**config.mk**
```make
export PLATFORM = sky130hd
export DESIGN_NAME = pbdebounce_array
export DESIGN_NICKNAME = d
export VERILOG_FILES = /design/src/rtl/pbdebounce_array.sv
export SDC_FILE = /design/constraint.sdc
export NUM_CORES = 1
export LEC_CHECK = 0
export ABC_CLOCK_PERIOD_IN_PS = 4140
export CORE_UTILIZATION = 40
export DETAILED_ROUTE_END_ITERATION = 8
export SYNTH_ARGS = -nofsm -noshare
export SYNTH_HDL_FRONTEND = slang
export SYNTH_SLANG_ARGS = --single-unit
```
**constraint.sdc**
```tcl
create_clock -name clk -period 4.14 [get_ports clk]
set_clock_uncertainty 0.2 [all_clocks]
set_input_delay 0.828 -clock clk [delete_from_list [all_inputs] [get_ports clk]]
set_output_delay 0.828 -clock clk [all_outputs]
set_load 0.005 [all_outputs]
```
**src/rtl/pbdebounce_array.sv**
```systemverilog
// pbdebounce_array: N-channel push-button conditioner.
// One shared sample tick drives every channel's 2-FF synchroniser, debounce
// counter and long-press/auto-repeat state machine. All outputs are flops.
// The release strobe port is called release_o because "release" is a
// reserved word in SystemVerilog.
module pbdebounce_array #(
  parameter int N            = 4,
  parameter int CLK_HZ       = 100_000_000,
  parameter int TICK_HZ      = 1000,
  parameter int STABLE_TICKS = 8,
  parameter int HOLD_TICKS   = 500,
  parameter int REPEAT_TICKS = 100
) (
  input  logic         clk,
  input  logic         rst_n,
  input  logic [N-1:0] button,
  output logic [N-1:0] level,
  output logic [N-1:0] press,
  output logic [N-1:0] release_o,
  output logic [N-1:0] hold,
  output logic         tick
);

  localparam int DIV    = CLK_HZ / TICK_HZ;
  localparam int DIV_W  = (DIV > 1) ? $clog2(DIV) : 1;
  localparam int CNT_W  = $clog2(STABLE_TICKS + 1);
  localparam int HC_MAX = (HOLD_TICKS > REPEAT_TICKS) ? HOLD_TICKS : REPEAT_TICKS;
  localparam int HC_W   = $clog2(HC_MAX + 1);

  typedef enum logic [1:0] {
    S_IDLE   = 2'd0,
    S_ARM    = 2'd1,
    S_REPEAT = 2'd2,
    S_DONE   = 2'd3
  } hold_state_e;

  logic [DIV_W-1:0] div_q, div_d;
  logic             tick_q, tick_d;
  logic [N-1:0]     sync1_q, sync1_d;
  logic [N-1:0]     sync_q, sync_d;
  logic [N-1:0]     level_q, level_d;
  logic [N-1:0]     press_q, press_d;
  logic [N-1:0]     rel_q, rel_d;
  logic [N-1:0]     hold_q, hold_d;
  logic [CNT_W-1:0] cnt_q [N];
  logic [CNT_W-1:0] cnt_d [N];
  logic [HC_W-1:0]  hc_q [N];
  logic [HC_W-1:0]  hc_d [N];
  hold_state_e      st_q [N];
  hold_state_e      st_d [N];

  // Tick divider: counts 0..DIV-1; the tick flop is set in the cycle the count sits at DIV-1.
  always_comb begin
    div_d  = (div_q == DIV_W'(DIV - 1)) ? '0 : div_q + DIV_W'(1);
    tick_d = (div_d == DIV_W'(DIV - 1));
  end

  // Two-stage synchroniser for the raw buttons.
  always_comb begin
    sync1_d = button;
    sync_d  = sync1_q;
  end

  // Per-channel debounce and hold FSM; everything advances only on the edge that raises tick.
  always_comb begin : ch_next
    logic lvl_n;
    logic prs_n;
    level_d = level_q;
    press_d = '0;
    rel_d   = '0;
    hold_d  = '0;
    lvl_n   = 1'b0;
    prs_n   = 1'b0;
    for (int i = 0; i < N; i++) begin
      cnt_d[i] = cnt_q[i];
      hc_d[i]  = hc_q[i];
      st_d[i]  = st_q[i];
      lvl_n    = level_q[i];
      prs_n    = 1'b0;
      if (tick_d) begin
        // Any sample agreeing with the current level restarts the count.
        if (sync_q[i] == level_q[i]) begin
          cnt_d[i] = '0;
        end else if (int'(cnt_q[i]) + 1 >= STABLE_TICKS) begin
          lvl_n    = sync_q[i];
          cnt_d[i] = '0;
          prs_n    = sync_q[i];
          rel_d[i] = ~sync_q[i];
        end else begin
          cnt_d[i] = cnt_q[i] + CNT_W'(1);
        end
        press_d[i] = prs_n;
        level_d[i] = lvl_n;

        // Release wins over any pending hold strobe in the same tick.
        if (!lvl_n) begin
          st_d[i] = S_IDLE;
          hc_d[i] = '0;
        end else if (prs_n) begin
          st_d[i] = S_ARM;
          hc_d[i] = '0;
        end else begin
          case (st_q[i])
            S_ARM: begin
              if (int'(hc_q[i]) + 1 >= HOLD_TICKS) begin
                hold_d[i] = 1'b1;
                hc_d[i]   = '0;
                st_d[i]   = (REPEAT_TICKS == 0) ? S_DONE : S_REPEAT;
              end else begin
                hc_d[i] = hc_q[i] + HC_W'(1);
              end
            end
            S_REPEAT: begin
              if (int'(hc_q[i]) + 1 >= REPEAT_TICKS) begin
                hold_d[i] = 1'b1;
                hc_d[i]   = '0;
              end else begin
                hc_d[i] = hc_q[i] + HC_W'(1);
              end
            end
            default: begin
              st_d[i] = st_q[i];
            end
          endcase
        end
      end
    end
  end

  // State registers; asynchronous reset clears every flop including mid-count state.
  always_ff @(posedge clk or negedge rst_n) begin
    if (!rst_n) begin
      div_q   <= '0;
      tick_q  <= 1'b0;
      sync1_q <= '0;
      sync_q  <= '0;
      level_q <= '0;
      press_q <= '0;
      rel_q   <= '0;
      hold_q  <= '0;
      for (int i = 0; i < N; i++) begin
        cnt_q[i] <= '0;
        hc_q[i]  <= '0;
        st_q[i]  <= S_IDLE;
      end
    end else begin
      div_q   <= div_d;
      tick_q  <= tick_d;
      sync1_q <= sync1_d;
      sync_q  <= sync_d;
      level_q <= level_d;
      press_q <= press_d;
      rel_q   <= rel_d;
      hold_q  <= hold_d;
      for (int i = 0; i < N; i++) begin
        cnt_q[i] <= cnt_d[i];
        hc_q[i]  <= hc_d[i];
        st_q[i]  <= st_d[i];
      end
    end
  end

  assign level     = level_q;
  assign press     = press_q;
  assign release_o = rel_q;
  assign hold      = hold_q;
  assign tick      = tick_q;

endmodule

```
# Yosys cells after proc, flatten, opt, wreduce, memory -nomap -nowiden
# Cells that the tools add are included.
[word_totals] output_inout_bits=17 word_cells=196 regBits=102 in_bits=6
[op_classes] n_reduce_logical=8 n_bitwise=4 eq_ne=26 addsub=17 order_cmp=12 muxes=109
[op_table] op="$mux W9" n=16
[op_table] op="$ge A32 B10 Y1 const B" n=4
[op_table] op="$pmux W9 S2" n=4
[op_table] op="$mux W1" n=60
[op_table] op="$add A9 B1 Y10 const B" n=4
[op_table] op="$ge A10 B7 Y1 const B" n=4
[op_table] op="$add A9 B1 Y9 const B" n=4
[op_table] op="$eq A17 B17 Y1 const B" n=2
[op_table] op="$mux W2" n=16
[op_table] op="$mux W4" n=8
[op_table] op="$ne A3 B1 Y1 const B" n=8
[op_table] op="$add A4 B1 Y5 const B" n=4
[op_table] op="$ge A5 B4 Y1 const B" n=4
[op_table] op="$add A17 B1 Y17 const B" n=1
[op_table] op="$mux W17" n=1
[op_table] op="$add A4 B1 Y4 const B" n=4
[op_table] op="$ne A4 B1 Y1 const B" n=4
[op_table] op="$reduce_and A3 Y1" n=4
[op_table] op="$eq A2 B1 Y1 const B" n=4
[op_table] op="$eq A2 B2 Y1 const B" n=4
[op_table] op="$pmux W1 S2" n=4
[op_table] op="$reduce_and A2 Y1" n=4
[op_table] op="$eq A1 B1 Y1" n=4
[op_table] op="$not A1 Y1" n=4

# Depth between registers and ports, before layout
[depth] word_depth=8 ltp_mapped=11 depth_no_buf=9

# Worst setup path after synthesis
# OpenSTA, ideal clock, no wires.
[synth_timing] path_type="register -> register" startpoint="register div_q[0]" endpoint="register level_q[1], in the netlist level[1]" required_time_ps=3815 path_buffers=2 t_arrival_ps=2847 stages_incl_launch_ff=10 setup_ps=125 path_slack_ps=968 period_less_slack_ps=3172 path_cell_list="dfrtp_1 > ha_1 > nand4_1 > or4_1 > o211a_1 > or4_4 > buf_6 > buf_6 > nor2_1 > mux2_2"
[synth_between] elab_chain_len=3 elab_cells_between_ends=4 cone_classes="add/sub (1); eq/ne (2); mux (1)"
[synth_lines] item="from (decl)" line_no="37" rtl="logic [DIV_W-1:0] div_q, div_d;"
[synth_lines] item="from (signal assigned)" line_no="147" rtl="div_q <= div_d;"
[synth_lines] item="$add A17 B1 Y17 or $eq A17 B17 Y1 (tied branches)" line_no="54" rtl="div_d = (div_q == DIV_W'(DIV - 1)) ? '0 : div_q + DIV_W'(1);"
[synth_lines] item="$mux W17 (*)" line_no="54"
[synth_lines] item="$eq A17 B17 Y1 (*)" line_no="55" rtl="tick_d = (div_d == DIV_W'(DIV - 1));"
[synth_lines] item="to (signal assigned)" line_no="151" rtl="level_q <= level_d;"
[synth_lines] item="to (decl)" line_no="41" rtl="logic [N-1:0] level_q, level_d;"
# Mark *: on every way between the ends. The rest lies on a longest branch, timed or not.
# A chain may end at the register's enable or synchronous reset.

# Worst setup path after layout
[layout_timing] startpoint="register div_q[0]" endpoint="register hc_q[23] (netlist name)"
[layout_between] elab_chain_len=4 elab_cells_between_ends=5 cone_classes="add/sub (1); eq/ne (2); mux (1); reduce/logical (1)"
[layout_lines] item="$add A17 B1 Y17 or $eq A17 B17 Y1 (tied branches)" line_no="54"
[layout_lines] item="$mux W17 (*)" line_no="54"
[layout_lines] item="$eq A17 B17 Y1 (*)" line_no="55"
[layout_lines] item="$reduce_and A2 Y1 (no line) (*)"
[layout_lines] item="to (signal, indexed assignment)" line_no="157" rtl="hc_q[i] <= hc_d[i];"
[layout_lines] item="to (decl)" line_no="47" rtl="logic [HC_W-1:0] hc_q [N];"
# Marks and branches as above.

==> results.md <==
Run status:
- The flow ran to the end, and the final reports show no timing, DRC or antenna violations.

Worst setup path:
- STA classifies the critical path endpoint as a register.
- The critical path is of the register to register type.
- The end of the worst register-to-register path is hc_q[23].
- Traced cell by cell, the critical path runs through ha_1 > nand4_1 > nor3_1 > mux2i_1 > nand2_1 > or4_4 > buf_12 > nor4b_1 > mux2_2.
- The largest individual stage delay along the critical path comes from the cell or4_4.
- Data on the critical path is required at its endpoint by 4.23 ns.
- The worst stage delay on the critical path is 0.60 ns.
- The capturing instance or port of the critical path is hc_q[23].
- Data on the critical path arrives at its endpoint at 3.73 ns.
- The launch point of the worst path is div_q[0].
- The type of origin of the critical path is a register.
- For the worst flop-to-flop path, the logic depth is 9.
- The launch instance of the worst register-to-register path is div_q[0].
- In this run the register-to-register setup slack is 0.50 ns.
- Of all nets on the critical path, the largest fanout is 39.

Worst hold path:
- The worst hold-check path type is register to register.
- Counting instances, the worst hold path has a depth of 0.

Floorplanning:
- The floorplan step defined a die boundary enclosing 0.01612 sq mm.
- The top-level I/O count is 23.
- The height of the chip is 126.9 microns.
- The core area is 0.01520 sq mm.
- The number of rows in the core area is 45.
- In this run the horizontal extent of the chip is 126.9 microns.
- The initial utilization of the core area, before any placement, comes to 0.4108.

Drt:
- The first routing iteration left 296 violations.
- The number of vias per cell after detailed routing is 5.775.
- Once detail routing completed, the nets flagged for antenna violations numbered 0.
- The detailed router placed 5065 vias in this run.
- For this run, the detailed router's first-pass iteration total came to 5.
- In the final routed layout, each cell accounts on average for 15.01 microns.
- The remaining routing DRC violations is 0.
- For this block, the routed nets add up to 13170 microns of wire.

Finish:
- The net count of the finished layout is 715.
- Of the cells placed in the final design, the portion with a size suffix greater than 1 is 0.07112.
- The area growth from synthesis to layout is 10.78%.
- 0 antenna diodes ended up in the layout.
- Once layout is complete, the cells apart from fillers number 877.

Synth:
- The count of flip-flops with a built-in enable after synthesis is 0.
- The post-synthesis async set-or-reset flop share is 1.000.
- The number of nets in the synthesized netlist is 708.
- The synthesized design contains 102 register bits.
- After synthesis, the mean cell area works out to 9.224 sq um.
- Of the post-synthesis cell area, the dominant cell type holds 0.4087.
- During synthesis, Yosys emitted a total of 0 warnings.
- The sequential area share after synthesis is 0.4087.
- The number of unique standard cell types used by synthesis is 69.
- The gate count after technology mapping is 677.
- By count the netlist is led by dfrtp_1, nand2_1, o21ai_0.
- The biggest area contributor in the post-synthesis netlist is dfrtp_1.
- The dominant cell by count in the synthesized netlist is dfrtp_1.
- The area of the mapped netlist is 0.006245 sq mm.
- The dominant register cell in the synthesized netlist is dfrtp_1.
- In the post-synthesis netlist, the biggest area contributors are dfrtp_1, ha_1, o21ai_0, nand2_1, mux2_2.

Clock tree:
- After clock tree synthesis, the repair step resized 0 gates.
- The maximum clock insertion buffer count is 2.
- The CTS sink count is 102.
- The clock tree from TritonCTS is built.
- The number of hold buffers added after CTS was 0.
- For the worst-skew pair, the clock arrives at the later sink with an insertion delay of 0.35 ns.
- The number of post-CTS setup repair buffers is 0.
- Counting the buffers created by CTS gives 9.
- After clock tree synthesis, the clock-pin slew on the worst setup and hold paths is 0.07 ns.
- In this run the number of H-tree levels came out at 3.
- The clock root buffer is clkbuf_16.

Power:
- For this design the static power due to leakage is 2.932 nW.
- Across the VDD grid, the largest voltage drop is 0.0002008 V.
- The total power per unit cell area is 281.9 mW/mm^2.

Timing:
- At the pin with the least slew margin, the transition time is 1.057 ns.
- Summed over all failing endpoints, the final setup total negative slack is 0 ns.
- Setup repair after global routing left no endpoint under its margin.
- The headroom to the max-slew limit is 0.2899.
- The worst hold-check slack is 0.1522 ns.
- The final count of hold timing violations is 0.
- The setup violation total in the final timing report is 0.
- The number of pins exceeding their max-slew limit in the final report came to 0.
- The fraction of the cycle the final worst path needs is 0.8788.
- The fmax is 0.2749 GHz.
- The minimum clock period is 3.638 ns.

Job:
- Across the run, the number of max-cap violations was 0.

Global routing:
- The number of global-route vias before repair is 4746.
- The number of antenna violations at the first check in global routing is 0.
- The wire length of the first global-routing pass is 22770 microns.
- Entering global routing, the biggest net connects 54 pins.
- The total routing usage reported by global routing is 0.1731.
- For this run the aggregate overflow at the end of global routing stands at 0.

Place:
- Port buffering added 22 buffers.
- The half-perimeter wire length after detailed placement is 9052 microns.
- The global placement routability congestion is 0.8136.
- The placed instance count is 861.
[critical path: cells and delay by family (launching register included)]
family | cells | cell delay, ns
multiplexers | 2 | 0.50
flip-flops | 1 | 0.44
buffers and inverters | 1 | 0.24
AND/OR/NAND/NOR | 5 | 1.90
adder cells (fa/ha/maj) | 1 | 0.29
[layout by cell type (no fill, tap or decap), drive strengths merged, types with 10 or more instances in the layout]
cell type / netlist / final
mux2: 14 / 14
nand2b: 24 / 24
clkbuf: 20 / 13
nor2: 38 / 38
ha: 25 / 25
clkdlybuf4s50: 0 / 21
and3: 10 / 10
nor4: 11 / 11
o211ai: 12 / 12
nand3: 31 / 31
inv: 33 / 33
and2: 12 / 12
nand2: 59 / 59
dfrtp: 102 / 102
o21ai: 54 / 54
a21oi: 17 / 17
nor3: 24 / 24
[cell families after synthesis]
logic type	share of synthesized area
buf+inv	0.04608
simple gates	0.2511
compound gates	0.1807
mux	0.03807
fa+ha+maj	0.05009
flops	0.4087
xor+xnor	0.02525
[state kept, by name (all words and copies together) (netlist names)]
| name | flops |
|---|---|
| sync_q | 4 |
| div_q | 17 |
| tick | 1 |
| hc_q | 36 |
| sync1_q | 4 |
| release_o | 4 |
| cnt_q | 16 |
| st_q | 8 |
| press | 4 |
| level | 4 |
| hold | 4 |
[report_power, final]
part	total (mW)	internal, mW	switching, mW
registers	1.00	1.00	0.00270
clock network	0.916	0.547	0.369
logic	0.0312	0.00795	0.0232
total	1.95	1.56	0.395
[worst min-delay path by stage]
stage,from,endpoint,slack (ns)
after floorplan,sync1_q[0],sync_q[0],0.13
after global placement,sync1_q[3],sync_q[3],0.13
after detailed placement,sync1_q[3],sync_q[3],0.14
after CTS,sync1_q[1],sync_q[1],0.16
after global routing,sync1_q[3],sync_q[3],0.16
final,sync1_q[3],sync_q[3],0.15
[area by class of cell]
class                           count  area (sq um)
Clock inverter                      3         67.56
Timing Repair Buffer               28         275.3
Sequential cell                   102          2552
Fill cell                        1435          8284
Tap cell                          188         235.2
Multi-Input combinational cell    510          3413
Inverter                           33         123.9
Clock buffer                       13         250.2
[metrics by stage]
| stage | cell area [sq um] | setup slack (ns) | total power, mW | util |
|---|---|---|---|---|
| finish | 6918 | 0.5020 | 1.950 | 0.4551 |
| detailed placement | 6600 | 0.5383 | 1.055 | 0.4342 |
| global route | 6918 | 0.2294 | 2.023 | 0.4551 |
| floorplan | 6245 | 0.9684 | 1.025 | - |
| global placement | 6600 | 0.6288 | 1.054 | 0.4342 |
| CTS | 6918 | 0.5352 | 1.981 | 0.4551 |
[routing by layer]
layer,up-vias,track usage,wire (microns)
met5,-,0,0
met4,0,0.04552,160
met3,17,0.03922,495
met2,93,0.2915,6486
met1,2457,0.2239,6024
li1,2498,-,-
Power figures use the tool's default switching activity.
